$ cat src/rtl/serial_pkg.sv
// rtl/serial_pkg.sv - shared serial types and constants for the receive and transmit paths
package serial_pkg;

  localparam int DEFAULT_CLKS_PER_BIT = 868;
  localparam int DATA_W               = 8;

  typedef enum logic [2:0] {
    IDLE,
    START,
    DATA,
    PARITY,
    STOP,
    WAIT_IDLE
  } rx_state_t;

  // Even parity: data bits plus the parity bit must XOR to zero.
  function automatic logic even_parity_ok(input logic [DATA_W-1:0] d, input logic p);
    return ~(^{d, p});
  endfunction

endpackage

$ cat src/rtl/sync2.sv
// rtl/sync2.sv - two-flop synchroniser for asynchronous board inputs, resets to 1
module sync2 (
  input  logic i_clk,
  input  logic i_resetn,
  input  logic i_d,
  output logic o_q
);

  logic r_meta;
  logic r_q;

  always_ff @(posedge i_clk) begin
    if (!i_resetn) begin
      r_meta <= 1'b1;
      r_q    <= 1'b1;
    end else begin
      r_meta <= i_d;
      r_q    <= r_meta;
    end
  end

  assign o_q = r_q;

endmodule

$ cat src/rtl/serial_recv.sv
// rtl/serial_recv.sv - UART receiver (8N1, or 8E1 with SERIAL_RECV_PARITY_EN) with one-entry holding register
module serial_recv
  import serial_pkg::*;
#(
  parameter int CLKS_PER_BIT = DEFAULT_CLKS_PER_BIT
) (
  input  logic              clk,
  input  logic              reset,
  input  logic              rxd,
  output logic [DATA_W-1:0] data,
  output logic              valid,
  input  logic              ready,
  output logic              frame_err,
  output logic              overrun
);

  localparam int             CW        = $clog2(CLKS_PER_BIT);
  localparam logic [CW-1:0]  HALF_LOAD = CW'(CLKS_PER_BIT / 2 - 1);
  localparam logic [CW-1:0]  FULL_LOAD = CW'(CLKS_PER_BIT - 1);

  logic              w_rxs;
  logic              w_tick;
  logic              w_accept;
  logic              w_stop_ok;

  rx_state_t         r_state;
  logic [CW-1:0]     r_cnt;
  logic [2:0]        r_idx;
  logic [DATA_W-1:0] r_shift;

  sync2 u_sync (
    .i_clk    (clk),
    .i_resetn (reset),
    .i_d      (rxd),
    .o_q      (w_rxs)
  );

  assign w_tick   = (r_cnt == '0);
  assign w_accept = valid && ready;

`ifdef SERIAL_RECV_PARITY_EN
  logic r_par;
  assign w_stop_ok = w_rxs && even_parity_ok(r_shift, r_par);
`else
  assign w_stop_ok = w_rxs;
`endif

  always_ff @(posedge clk) begin
    if (!reset) begin
      r_state   <= IDLE;
      r_cnt     <= '0;
      r_idx     <= '0;
      r_shift   <= '0;
      data      <= '0;
      valid     <= 1'b0;
      frame_err <= 1'b0;
      overrun   <= 1'b0;
`ifdef SERIAL_RECV_PARITY_EN
      r_par     <= 1'b0;
`endif
    end else begin
      frame_err <= 1'b0;
      if (w_accept) begin
        valid   <= 1'b0;
        overrun <= 1'b0;
      end
      if (r_state != IDLE && r_state != WAIT_IDLE && !w_tick)
        r_cnt <= r_cnt - 1'b1;

      case (r_state)
        IDLE: begin
          if (!w_rxs) begin
            r_cnt   <= HALF_LOAD;
            r_state <= START;
          end
        end
        START: begin
          if (w_tick) begin
            if (!w_rxs) begin
              r_state <= DATA;
              r_cnt   <= FULL_LOAD;
              r_idx   <= '0;
            end else begin
              r_state <= IDLE;
            end
          end
        end
        DATA: begin
          if (w_tick) begin
            r_shift <= {w_rxs, r_shift[DATA_W-1:1]};
            r_cnt   <= FULL_LOAD;
            r_idx   <= r_idx + 1'b1;
            if (r_idx == 3'd7) begin
`ifdef SERIAL_RECV_PARITY_EN
              r_state <= PARITY;
`else
              r_state <= STOP;
`endif
            end
          end
        end
`ifdef SERIAL_RECV_PARITY_EN
        PARITY: begin
          if (w_tick) begin
            r_par   <= w_rxs;
            r_cnt   <= FULL_LOAD;
            r_state <= STOP;
          end
        end
`endif
        STOP: begin
          // Leaving at mid-stop lets the next start edge be caught on time.
          if (w_tick) begin
            if (w_stop_ok) begin
              r_state <= IDLE;
              if (!valid || ready) begin
                data  <= r_shift;
                valid <= 1'b1;
              end else begin
                overrun <= 1'b1;
              end
            end else begin
              frame_err <= 1'b1;
              r_state   <= WAIT_IDLE;
            end
          end
        end
        WAIT_IDLE: begin
          if (w_rxs)
            r_state <= IDLE;
        end
        default: r_state <= IDLE;
      endcase
    end
  end

endmodule
$ cat config.mk
export PLATFORM = sky130hd
export DESIGN_NAME = serial_recv
export DESIGN_NICKNAME = d
export VERILOG_FILES = /design/src/rtl/serial_pkg.sv /design/src/rtl/sync2.sv /design/src/rtl/serial_recv.sv
export SDC_FILE = /design/constraint.sdc
export NUM_CORES = 1
export LEC_CHECK = 0
export ABC_AREA = 1
export CORE_MARGIN = 3
export CORE_UTILIZATION = 45
export DETAILED_ROUTE_END_ITERATION = 7
export GPL_TIMING_DRIVEN = 0
export HOLD_SLACK_MARGIN = 0.03
export SLEW_MARGIN = 20
export SYNTH_ARGS = -nofsm -noshare
export SYNTH_HDL_FRONTEND = slang
export SYNTH_SLANG_ARGS = --single-unit
$ cat constraint.sdc
create_clock -name clk -period 4.1 [get_ports clk]
set_clock_uncertainty 0.05 [all_clocks]
set_input_delay 0.41 -clock clk [delete_from_list [all_inputs] [get_ports clk]]
set_output_delay 0.41 -clock clk [all_outputs]
set_load 0.01 [all_outputs]
# == Yosys cells after proc, flatten, opt, wreduce, memory -nomap -nowiden ==
# Cells that the tools add are included.
# word_totals
reg_bits,37
input_bits,4
out_inout_bits,11
wordCells,70
# classes
add_sub_neg,2
eq_ne,13
n_mux,30
n_reduce_logical,15
# op_table
operator,count
10-bit two-way mux,5
3-bit two-way mux,10
10-bit case mux with 3 select lines,1
3-bit case mux with 5 select lines,1
"2-bit inequality test, second input constant",6
1-bit two-way mux,11
10-bit logical NOT,1
"10-bit by 1-bit subtractor with 10-bit output, second input constant",1
"3-bit equality test, second input constant",3
4-bit AND reduction,2
3-bit case mux with 2 select lines,1
6-bit AND reduction,1
"3-bit by 1-bit adder with 3-bit output, second input constant",1
"3-bit by 1-bit equality test with 1-bit output, second input constant",1
"3-bit by 2-bit equality test with 1-bit output, second input constant",1
1-bit logical AND,3
3-bit logical NOT,1
"3-bit inequality test, second input constant",1
3-bit AND reduction,1
3-bit nonzero test,1
1-bit logical NOT,2
2-bit two-way mux,1
"2-bit by 1-bit inequality test with 1-bit output, second input constant",1
2-bit AND reduction,1
2 further kinds,2

# == Depth between registers and ports, before layout ==
# depth
depth_word,7
depth_mapped,10
depth_no_buf,10

# == Hierarchy ==
# Synthesis repeated with hierarchy kept, for this count alone.
# unflattened
cells_unflattened,243
area_unflattened_um2,1752.9
# modules_own_cells
mod,instances,cells_each,area_each_um2,seq_area_each_um2
serial_recv,1,237,1697.9,700.7
sync2,1,6,55.1,40.0

# == Least setup slack after synthesis ==
# Ideal clock, no wire load.
# synth_timing
path_kind,register -> register
from,reg r_cnt[0]
to,reg r_cnt[2]
setup_ps,114
arrival_time_ps,1364
t_required_ps,3936
path_slack_ps,2572
stages_incl_launch_ff,9
path_buffers,0
synth_period_minus_slack_ps,1528
cell_sequence,dfxtp_1 -> inv_1 -> ha_1 -> nand2_2 -> nor2_8 -> a21oi_2 -> nand2_1 -> xor2_1 -> nor2_1
# synth_between
elab_chain_cells,7
elab_cells_between_ends,10
classes_between,1 x add/sub; 6 x mux; 3 x reduce/logical
# synth_rtl
item,line_no,text
"start, declared",serial_recv.sv:27,logic [CW-1:0] r_cnt;
"start signal, assigned",serial_recv.sv:68,r_cnt <= r_cnt - 1'b1;
branches (longest 6 deep; another with 10-bit by 1-bit subtractor with 10-bit output),n/a,
10-bit case mux with 3 select lines *,serial_recv.sv:70,case (r_state)
# Mark *: on every way between the ends.
# A chain may end at the register's enable or synchronous reset.

# == Final worst setup path ==
# layout_timing
from,reg r_cnt[0]
to,reg data[0]
# layout_between
elab_chain_cells,2
# layout_rtl
item,line_no,text
10-bit logical NOT,serial_recv.sv:38,assign w_tick = (r_cnt == '0);
4-bit AND reduction (no line),n/a,
"end signal, assigned",serial_recv.sv:117,data <= r_shift;
"end, declared",serial_recv.sv:10,"output logic [DATA_W-1:0] data,"
# No other way between the ends.

==> results_dict.tcl <==
set metrics [dict create \
    cts.root.buffer_cell "clkbuf_8" \
    comb_power_share_pct 55.3 \
    drt_drc_violations_left 0 \
    hold_path.class "reg -> reg" \
    worstHoldEndpoint "u_sync.o_q$_SDFF_PN1_" \
    status "finished clean" \
    grt_first_pass_wirelength_mm 6.20 \
    reg2reg_from "r_cnt[0]$_SDFF_PN0_" \
    area_growth_pct 15.0 \
    grt_usage_pct 15.6 \
    synth.largest_area_cell "dfxtp_1" \
    setup_viol_count_final 0 \
    finish.utilization_pct 56.4 \
    synthXorXnorAreaFrac_pct 1.85 \
    floorplan.core_area_sq_um 3850 \
    syn-num-nets 262 \
    cts_hold_repair.buffers 0 \
    port_buffers 14 \
    timing.max_slew.rel_slack_pct 57.0 \
    final_layout_size_suffix_gt1_share_pct 19.5 \
    antenna_left 0 \
    ir_worst_vdd_uv 433 \
    clock_latency_ns 0.29 \
    dieWidth_microns 70.8 \
    synth_compound_area_share_pct 11.1 \
    cts.repair_timing.setup_buffer_count 0 \
    cts_made_buffers 5 \
    worst_slew_pin_slew_ns 0.645 \
    final_cell_count_no_fill 325 \
    initial_utilization_pct 49.1 \
    drt_first_iter_violations 96 \
    synth.yosys.seq_area_share_pct 39.2 \
    crit_path_end_kind "flop" \
    critical_path.reg2reg.endpoint "data[0]$_SDFFE_PN0P_" \
    report.final.slew_viol_count 0 \
    cts.reportedPaths.clkPinSlew_ns 0.07 \
    grt_setup_unrepaired "no" \
    timing_hold_violations_final 0 \
    synth_top_area_share_pct 39.2 \
    reg2regPathDepth 10 \
    critical_path_required_ns 4.28 \
    switching_part_of_the_total_pct 46.5 \
    clock_path_buffers 2 \
    switching_power_uw 779 \
    vias_per_std_cell 4.66 \
    detailed_place_hpwl_mm 2.67 \
    route.vias.total 1516 \
    p_seq_share_pct 30.0 \
    synth.area.top_cells "dfxtp_1 39%, nand2_1 13%, nor2_1 7.9%" \
    kind_of_critical_path "reg -> reg" \
    hold_depth 1 \
    final.min_clock_period_ns 1.81 \
    postSynthCellCount 255 \
    synth_area_per_cell_sq_um 7.41 \
    post_synth_mux_area_share_pct 0 \
    routabilityCongestion 0.836 \
    die-area_sq_um 5010 \
    diodes 0 \
    ys_types 34 \
    worstSetupStartpointType "flop" \
    maxCapViolations 0 \
    mappedNetlistArea_sq_um 1890 \
    vias_in_the_first_global_route 1329 \
    die_y_microns 70.8 \
    power-per-cell-area_nw_per_um2 771 \
    grt_overflow 0 \
    grt_max_degree 12 \
    avg_wl_per_cell_microns 11.2 \
    io_pins 15 \
    critical_path_peak_fanout 10 \
    detailedRoute.firstPassIterationCount 4 \
    fin_tns_setup_ns 0 \
    combinational_family_with_the_most_area_after_synthesis "simple AND/OR/NAND/NOR gates" \
    max_freq_mhz 554 \
    drt_wl_total_mm 3.65 \
    reg2reg_setup_slack_ns 2.29 \
    whs_ns 0.367 \
    finalNetCount 283 \
    min_period_over_period_pct 44.0 \
    static-leakage-power_uw 0.000969 \
    synth-warning-count 0 \
    num-fill-cells 380 \
    pwr-share-clk_pct 14.7 \
    origin_of_the_worst_min_delay_path "u_sync.r_meta$_SDFF_PN1_" \
    antenna_found_initial 0 \
    internal_power_uw 897 \
    clock_sink_count 37 \
    fp-row-count 22 \
    post_synthesis_register_bit_count 37 \
    cts-htree-levels 2 \
    tritoncts "yes" \
    cts_repair_resize_count 0 \
    placedCellCount 317 \
    synth_adder_area_share_pct 1.99 \
    post_synth_and_or_nand_nor_area_fraction_pct 37.7 \
    critPathArrivalTime_ns 1.98 \
]
-- worst max path at each step --
stage | startpoint | end | slack [ns] | depth (start not counted)
global route | r_cnt[0]$_SDFF_PN0_ | r_cnt[3]$_SDFF_PN0_ | 2.13 | 9
finish | r_cnt[0]$_SDFF_PN0_ | data[0]$_SDFFE_PN0P_ | 2.29 | 10
floorplan | r_cnt[0]$_SDFF_PN0_ | r_cnt[2]$_SDFF_PN0_ | 2.57 | 8
global placement | reset | frame_err$_SDFF_PN0_ | 2.11 | 4
detailed placement | reset | u_sync.o_q$_SDFF_PN1_ | 2.15 | 4
CTS | r_cnt[0]$_SDFF_PN0_ | data[0]$_SDFFE_PN0P_ | 2.26 | 10
-- cell usage after synthesis --
master / number
a21oi_2: 13
clkbuf_1: 3
nor2_4: 1
or2_0: 1
clkinv_1: 1
a31o_2: 1
nor2_8: 2
nand3_2: 1
xnor2_1: 1
o21ai_1: 1
nor3_2: 1
inv_2: 4
a31oi_1: 2
nand2_2: 11
nor2_1: 40
nor2_2: 4
inv_1: 25
nand2_1: 63
o21ai_0: 4
nand4_1: 1
a21oi_1: 10
or2_2: 2
buf_6: 1
nand3b_4: 1
nand3_1: 11
nor4_1: 1
nor3_1: 1
ha_1: 3
buf_12: 1
and2_4: 1
xor2_1: 3
nand3_4: 1
nand2_4: 2
dfxtp_1: 37
-- critical path: stages (launching register included) --
cell and delay (ns):
dfxtp_1 0.33, inv_1 0.14, ha_1 0.22, nand2_2 0.13, inv_2 0.08, nand4_1 0.15
nand3b_4 0.26, buf_6 0.17, nand2_1 0.05, nand2_1 0.04, nor2_1 0.10
-- layout make-up --
type                       count  area, sq um  share of cell area (%)
sequential                    37          741                    34.1
buffer                         5         42.5                    1.96
tap                           48         60.1                    2.76
inverter                      30          113                    5.18
clock inverter                 2         10.0                   0.461
timing repair buffer          14          140                    6.45
clock buffer                   6         72.6                    3.34
multi-input combinational    183          995                    45.8
-- power groups by stage --
stage	logic, uW	clock network (uW)	registers (uW)
floorplan	760	0	503
global placement	920	0	511
detailed placement	921	0	511
CTS	925	258	503
global route	1050	273	513
finish	928	246	502
-- layout by cell type (no fill, tap or decap), types with 4 or more instances in the layout --
master	synthesis	routed
a21oi_1	10	10
o21ai_0	4	4
nor2_1	40	40
nand3_1	11	11
clkbuf_8	0	5
nand2_2	11	11
nand2_1	63	63
inv_1	25	25
nor2_2	4	4
a21oi_2	13	13
clkbuf_1	3	4
clkdlybuf4s50_1	0	14
dfxtp_1	37	37
inv_2	4	4
-- routing by layer --
| metal | part of all wire (%) | global-route usage, % | vias up |
|---|---|---|---|
| li1 | - | - | 833 |
| met1 | 54 | 23.3 | 655 |
| met2 | 40 | 21.1 | 23 |
| met3 | 4.0 | 4.97 | 5 |
| met4 | 1.2 | 5.01 | 0 |
| met5 | 0 | 0 | - |
-- flip-flops by register name, summed over array words and instances (netlist names) --
name and flops:
r_cnt 10, u_sync.r_meta 1, r_state 3, data 8, overrun 1, valid 1, u_sync.o_q 1, frame_err 1
r_idx 3, r_shift 8
-- logic make-up (layout without fill, tap and decap cells) --
logic type / Yosys count / in the layout
AND/OR/NAND/NOR: 145 / 145
flip-flops: 37 / 37
buffers and inverters: 35 / 57
AO/OA/AOI/OAI: 31 / 31
XOR/XNOR: 4 / 4
adder cells (fa/ha/maj): 3 / 3
-- metrics by stage --
step	setup slack (ns)	total power, uW	instance area, sq um
floorplan	2.57	1260	1890
global placement	2.11	1430	2090
detailed placement	2.15	1430	2090
CTS	2.26	1690	2170
global route	2.13	1840	2170
finish	2.29	1680	2170
(Power assumes the default switching activity.)
